<file path="src/rtl/regfile_wb.sv">
// Integer register file for the Write Back / Decode stages: two bypassed read
// ports, one write port, x0 hardwired to zero, and a per-register load-pending scoreboard.
module regfile_wb #(
  parameter int XLEN = 32,
  parameter int NREG = 32,
  parameter int AW   = 5
) (
  input  logic            clk,
  input  logic            rst_n,
  input  logic            we3,
  input  logic [AW-1:0]   a3,
  input  logic [XLEN-1:0] wd3,
  input  logic            wb_is_load,
  input  logic [AW-1:0]   a1,
  input  logic [AW-1:0]   a2,
  output logic [XLEN-1:0] rd1,
  output logic [XLEN-1:0] rd2,
  input  logic            busy_set,
  input  logic [AW-1:0]   busy_set_addr,
  input  logic            busy_clr,
  input  logic [AW-1:0]   busy_clr_addr,
  output logic            rs1_busy,
  output logic            rs2_busy
);

  logic [XLEN-1:0] regs_q [NREG];
  logic [XLEN-1:0] regs_d [NREG];
  logic [NREG-1:0] busy_q;
  logic [NREG-1:0] busy_d;
  logic            wr_en;
  logic            ld_clr_en;

  assign wr_en     = we3 && (a3 != '0);
  assign ld_clr_en = wr_en && wb_is_load;

  always_comb begin
    regs_d = regs_q;
    if (wr_en) regs_d[a3] = wd3;
    regs_d[0] = '0;
  end

  // Clears are applied before the set so a same-address set always wins.
  always_comb begin
    busy_d = busy_q;
    if (busy_clr) busy_d[busy_clr_addr] = 1'b0;
    if (ld_clr_en) busy_d[a3] = 1'b0;
    if (busy_set && (busy_set_addr != '0)) busy_d[busy_set_addr] = 1'b1;
    busy_d[0] = 1'b0;
  end

  always_ff @(posedge clk) begin
    if (!rst_n) begin
      for (int i = 0; i < NREG; i++) regs_q[i] <= '0;
      busy_q <= '0;
    end else begin
      regs_q <= regs_d;
      busy_q <= busy_d;
    end
  end

  function automatic logic [XLEN-1:0] read_port(input logic [AW-1:0] a);
    if (!rst_n || (a == '0)) return '0;
    if (we3 && (a3 == a)) return wd3;
    return regs_q[a];
  endfunction

  // A load writing back this cycle already supplies its data via the bypass.
  function automatic logic busy_port(input logic [AW-1:0] a);
    if (!rst_n || (a == '0)) return 1'b0;
    if (ld_clr_en && (a3 == a)) return 1'b0;
    return busy_q[a];
  endfunction

  always_comb begin
    rd1      = read_port(a1);
    rd2      = read_port(a2);
    rs1_busy = busy_port(a1);
    rs2_busy = busy_port(a2);
  end

endmodule

</file>
<file path="config.mk">
export PLATFORM = sky130hd
export DESIGN_NAME = regfile_wb
export DESIGN_NICKNAME = d
export VERILOG_FILES = /design/src/rtl/regfile_wb.sv
export SDC_FILE = /design/constraint.sdc
export NUM_CORES = 2
export LEC_CHECK = 0
export ABC_AREA = 1
export BUFFER_PORTS_ARGS = -buffer_cell sky130_fd_sc_hd__buf_2
export CELL_PAD_IN_SITES_DETAIL_PLACEMENT = 1
export CELL_PAD_IN_SITES_GLOBAL_PLACEMENT = 2
export CORE_ASPECT_RATIO = 2
export CORE_UTILIZATION = 37
export CTS_CLUSTER_DIAMETER = 150
export CTS_CLUSTER_SIZE = 30
export DETAILED_ROUTE_END_ITERATION = 10
export PLACE_DENSITY = 0.94
export SLEW_MARGIN = 25
export SYNTH_ARGS = -nofsm -noshare
export SYNTH_HDL_FRONTEND = slang
export SYNTH_SLANG_ARGS = --single-unit
</file>
<file path="constraint.sdc">
create_clock -name clk -period 7 [get_ports clk]
set_input_delay 2.1 -clock clk [delete_from_list [all_inputs] [get_ports clk]]
set_output_delay 2.1 -clock clk [all_outputs]
set_load 0.005 [all_outputs]
</file>
Word level (Yosys, flattened, before mapping)
Cells that the tools add are included.
- reduce and logical (&&, ||, !) cells: 18
- bitwise gates (word level): 8
- $lt $le $gt $ge: 12
- eq/ne operators: 2
- muxes and demuxes: 48
- operators with widths (kind ; count):
    1024-bit bitwise mux ; 1
    32-bit two-way mux ; 16
    32-bit binary-select mux with 5-bit select ; 2
    32-bit demux with 5-bit select ; 1
    32-bit bitwise AND ; 2
    32-bit NOT ; 2
    32-bit OR ; 1
    5-bit by 6-bit < comparator with 1-bit output, second input constant ; 5
    1-bit two-way mux ; 23
    6-bit >= comparator, second input constant ; 3
    5-bit NOT with 6-bit output ; 3
    1-bit demux with 5-bit select ; 3
    5-bit by 1-bit >= comparator with 1-bit output, second input constant ; 3
    1-bit logical AND ; 11
    1-bit binary-select mux with 5-bit select ; 2
    5-bit == test ; 2
    5-bit logical NOT ; 2
    5-bit nonzero test ; 2
    6-bit by 1-bit < comparator with 1-bit output, second input constant ; 1
    1-bit logical OR ; 2
    1-bit logical NOT ; 1
- register bits after elaboration: 1056
- output and inout port bits: 66
- logic and storage cells: 122
- input port bits: 63

Depth between registers and ports, before layout
- depth in word-level cells: 11
- depth in mapped cells: 14
- gate-level depth less buffers: 11

Worst setup path before layout
OpenSTA, ideal clock, no wires.
- path type: in2out
- start point: input port a2[0]
- end point: output port rd2[25]
- data required time: 4900 ps
- cell stages on the path: 12
- path buffers: 4
- arrival time: 3378 ps
- slack: 1522 ps
- cell sequence: buf_2 -> inv_1 -> buf_2 -> buf_2 -> buf_1 -> nand2_1 -> nand3_1 -> nand3_1 -> nand3_1 -> nand3_1 -> nand2_1 -> a21oi_1
- word-level cells in the longest chain between the ends: 6
- elaborated cells on any way between the ends: 14
- those cells by class: 1 x eq/ne; 9 x mux; 1 x bitwise; 3 x reduce/logical
- RTL lines (element ; line ; RTL):
    start, declared ; 15 ; input logic [AW-1:0] a2,
    5-bit NOT with 6-bit output (not written as such) or 5-bit == test (tied branches) ; 64, 63 ;
    32-bit binary-select mux with 5-bit select or 1-bit logical AND (tied branches) ; 64, 63 ;
    32-bit two-way mux (not written as such) or 1-bit two-way mux (tied branches) (2 in a row) ; 64, 63 ;
    32-bit two-way mux ; 64 ; return regs_q[a];
    32-bit two-way mux * ; 63 ; if (we3 && (a3 == a)) return wd3;
    end, declared ; 17 ; output logic [XLEN-1:0] rd2,
Mark *: on every way between the ends. The rest lies on a longest branch, timed or not. The select of a mux whose other input is x is not followed.

Worst setup path after layout
- start point: input port a1[0]
- end point: output port rd1[14]
- word-level cells in the longest chain between the ends: 6
- elaborated cells on any way between the ends: 14
- those cells by class: 1 x eq/ne; 9 x mux; 1 x bitwise; 3 x reduce/logical
- RTL lines (element ; line ; RTL):
    start, declared ; 14 ; input logic [AW-1:0] a1,
    5-bit NOT with 6-bit output (not written as such) or 5-bit == test (tied branches) ; 64, 63 ;
    32-bit binary-select mux with 5-bit select or 1-bit logical AND (tied branches) ; 64, 63 ;
    32-bit two-way mux (not written as such) or 1-bit two-way mux (tied branches) (2 in a row) ; 64, 63 ;
    32-bit two-way mux ; 64 ;
    32-bit two-way mux * ; 63 ;
    end, declared ; 16 ; output logic [XLEN-1:0] rd1,
Marks and branches as above.

==> metrics.yaml <==
status: "finished clean"
p_int_w: 0.00757
multi_input_area_sq_um: 31100
ctsHoldBuffers: 0
std_cell_rows: 204
grt_pass1_vias: 67339
synth_cell_type_count: 33
antenna_found_initial: 26
hold_path.class: "reg -> reg"
synthArstFlopShare_pct: 0
grt_max_degree: 248
ys_seq_area_share_pct: 35.6
leakage_nw: 24.3
swShare_pct: 33.7
dpl_worst_slack_ns: 0.409
drc_errors: 0
core_sq_um: 154000
ys_ff_latch: 1023
rsz0062_at_grt: "false"
path_class: "in -> out"
slew_viol_final: 0
cpMostUsedCell: "nand2_1"
initial_core_util_pct: 37.3
clk_pin_slew_ns: 0.12
synth_largest_area_cell: "dfxtp_1"
setup-tns-final_ns: 0
nets: 9145
start_kind: "input port"
cts_tree: "done"
ir_drop_v: 0.000234
grtUsageTotal_pct: 38.2
die_x_microns: 281
vias_per_cell: 6.02
firstDrtPassIters: 5
postCtsSetupRepairBufs: 0
power_frac_seq_pct: 52.0
finalCritPeriodShare_pct: 97.7
setup_ws_ns: 0.160
ant_nets: 0
hold_violations: 0
maxSlewHeadroom_pct: 24.7
grt_pass1_wl_microns: 445000
endpoint_kind: "output pin"
cts.htree.levels: 2
netlist_top_cells_count: "nand2_1, nor2_1, o21ai_0"
die_h_microns: 560
pin_count: 129
crit_required_ns: 4.90
power_density_nw_per_um2: 186
nFillCells: 20629
vias: 67151
place_hpwl_microns: 194000
pwr-share-clk_pct: 27.8
p_switching_w: 0.00385
synth.top_cell.area_share_pct: 35.6
yosysMostFrequentCell: "nand2_1"
avgRoutedWirePerCell_microns: 27.5
syn_nets: 9551
crit_path_top_delay_cell: "a21oi_1"
netlist_top_cells_area: "dfxtp_1, nand2_1, o21ai_0, nand3_1, nor2_1"
insertion_delay_ns: 0.70
synthesis.area_sq_um: 57600
yosys_warnings: 0
post-route-min-period_ns: 6.84
power_frac_comb_pct: 20.2
netlist_instances: 9488
cts.sinks: 1023
cts_buffers: 40
root_buffer: "clkbuf_16"
syn_avg_cell_area_sq_um: 6.07
gp_congestion: 0.974
die-area_sq_um: 157000
routed_wl_microns: 307000
clockBufferDepth: 3
drive_gt1_share_pct: 5.86
setup_viol: 0
syn_to_final_growth_pct: 6.86
drt_iter0_markers: 6118
worstMarginPinSlew_ns: 1.13
path_cells: "buf_8 -> inv_8 -> buf_4 -> nand2_1 -> nand3_1 -> nand2_1 -> nor2_1 -> nand2_1 -> nand3_1 -> nand2_1 -> a21oi_1 -> buf_2"
fin_util_pct: 39.8
gr-total-overflow: 0
fin_skew_ns: 0
final-seq-area_sq_um: 20500
synth_edf_count: 0
synthFlopType: "dfxtp_1"
crit_path_max_fanout: 45
slowest_delay_ns: 0.52
drv_cap: 0
port_buffers: 128
arrival_ns: 4.74
cts.repair.resized: 0
max_clock_freq_ghz: 0.146
-- routing by layer --
metal	vias to the layer above	share of wire [%]	track usage, %
met1	32757	35	41.1
met5	-	0.023	0
met2	3336	46	62.3
met3	1292	7.9	7.04
li1	29756	-	-
met4	10	11	37.1
-- cell type report --
cell class | count | share of cell area, %
multi-input cells | 6894 | 50.5
flip-flops and latches | 1023 | 33.3
repair buffers | 396 | 5.75
inverters | 727 | 4.49
well taps | 2060 | 4.19
clock buffers | 41 | 1.67
diodes | 17 | 0.0692
clock inverters | 1 | 0.0488
-- cell usage in the layout, fill, tap and decap left out, types with 2 or more instances in the layout --
cell type	n
nand2_1	2329
nor2_1	1215
o21ai_0	1031
dfxtp_1	1023
nand3_1	983
a21oi_1	904
inv_1	703
o211ai_1	237
buf_4	203
buf_2	120
buf_12	64
clkbuf_16	41
o21ai_1	38
o21bai_1	36
nor3_1	30
or2_2	26
diode_2	17
inv_2	14
nand2_2	14
xnor2_1	8
nor2_4	7
nor2_2	7
nand2_4	7
nand3_2	5
buf_6	5
nand3_4	4
o221ai_1	4
inv_8	3
clkinv_1	3
buf_8	3
clkinv_2	2
nand4_1	2
nor3_2	2
a21boi_0	2
-- critical path: cells and delay by family --
kind	cells	cell delay [ns]
AOI/OAI and AO/OA	1	0.52
buffers and inverters	4	1.20
and+or+nand+nor	7	0.88
-- state kept, by name (all words and copies together) (netlist names) --
name	cells
busy_q	31
regs_q	992
-- logic make-up after synthesis --
kind of cell | synth area share, %
AO/OA/AOI/OAI | 20.8
buffers and inverters | 10.7
XOR/XNOR | 0.122
AND/OR/NAND/NOR | 32.8
flip-flops | 35.6
-- power groups by stage --
stage               Clock, W  Combinational (W)  Sequential (W)
floorplan                  0            0.00123         0.00605
global placement           0            0.00216         0.00606
detailed placement         0            0.00220         0.00607
CTS                  0.00319            0.00221         0.00594
global route         0.00335            0.00241         0.00595
finish               0.00317            0.00230         0.00594
-- through the flow --
stage / hold WS, ns / area, sq um / cells / power [W]
after CTS: 0.474 / 61400 / 11139 / 0.0113
final: 0.475 / 61500 / 11159 / 0.0114
after global routing: 0.495 / 61500 / 11149 / 0.0117
after global placement: 0.448 / 60300 / 11097 / 0.00823
after floorplan: 0.437 / 57600 / 9488 / 0.00728
after detailed placement: 0.455 / 60300 / 11097 / 0.00827
-- final timing paths --
kind	cells after the start	to	startpoint	slack, ns
worst max-delay path	12	rd1[14]	a1[0]	0.16
worst min-delay path	2	regs_q[889]$_SDFFE_PN0P_	regs_q[889]$_SDFFE_PN0P_	0.48
worst max register to register	3	busy_q[8]$_SDFF_PN0_	busy_q[8]$_SDFF_PN0_	6.08
worst min register to register	2	regs_q[889]$_SDFFE_PN0P_	regs_q[889]$_SDFFE_PN0P_	0.48
(Power assumes the default switching activity.)
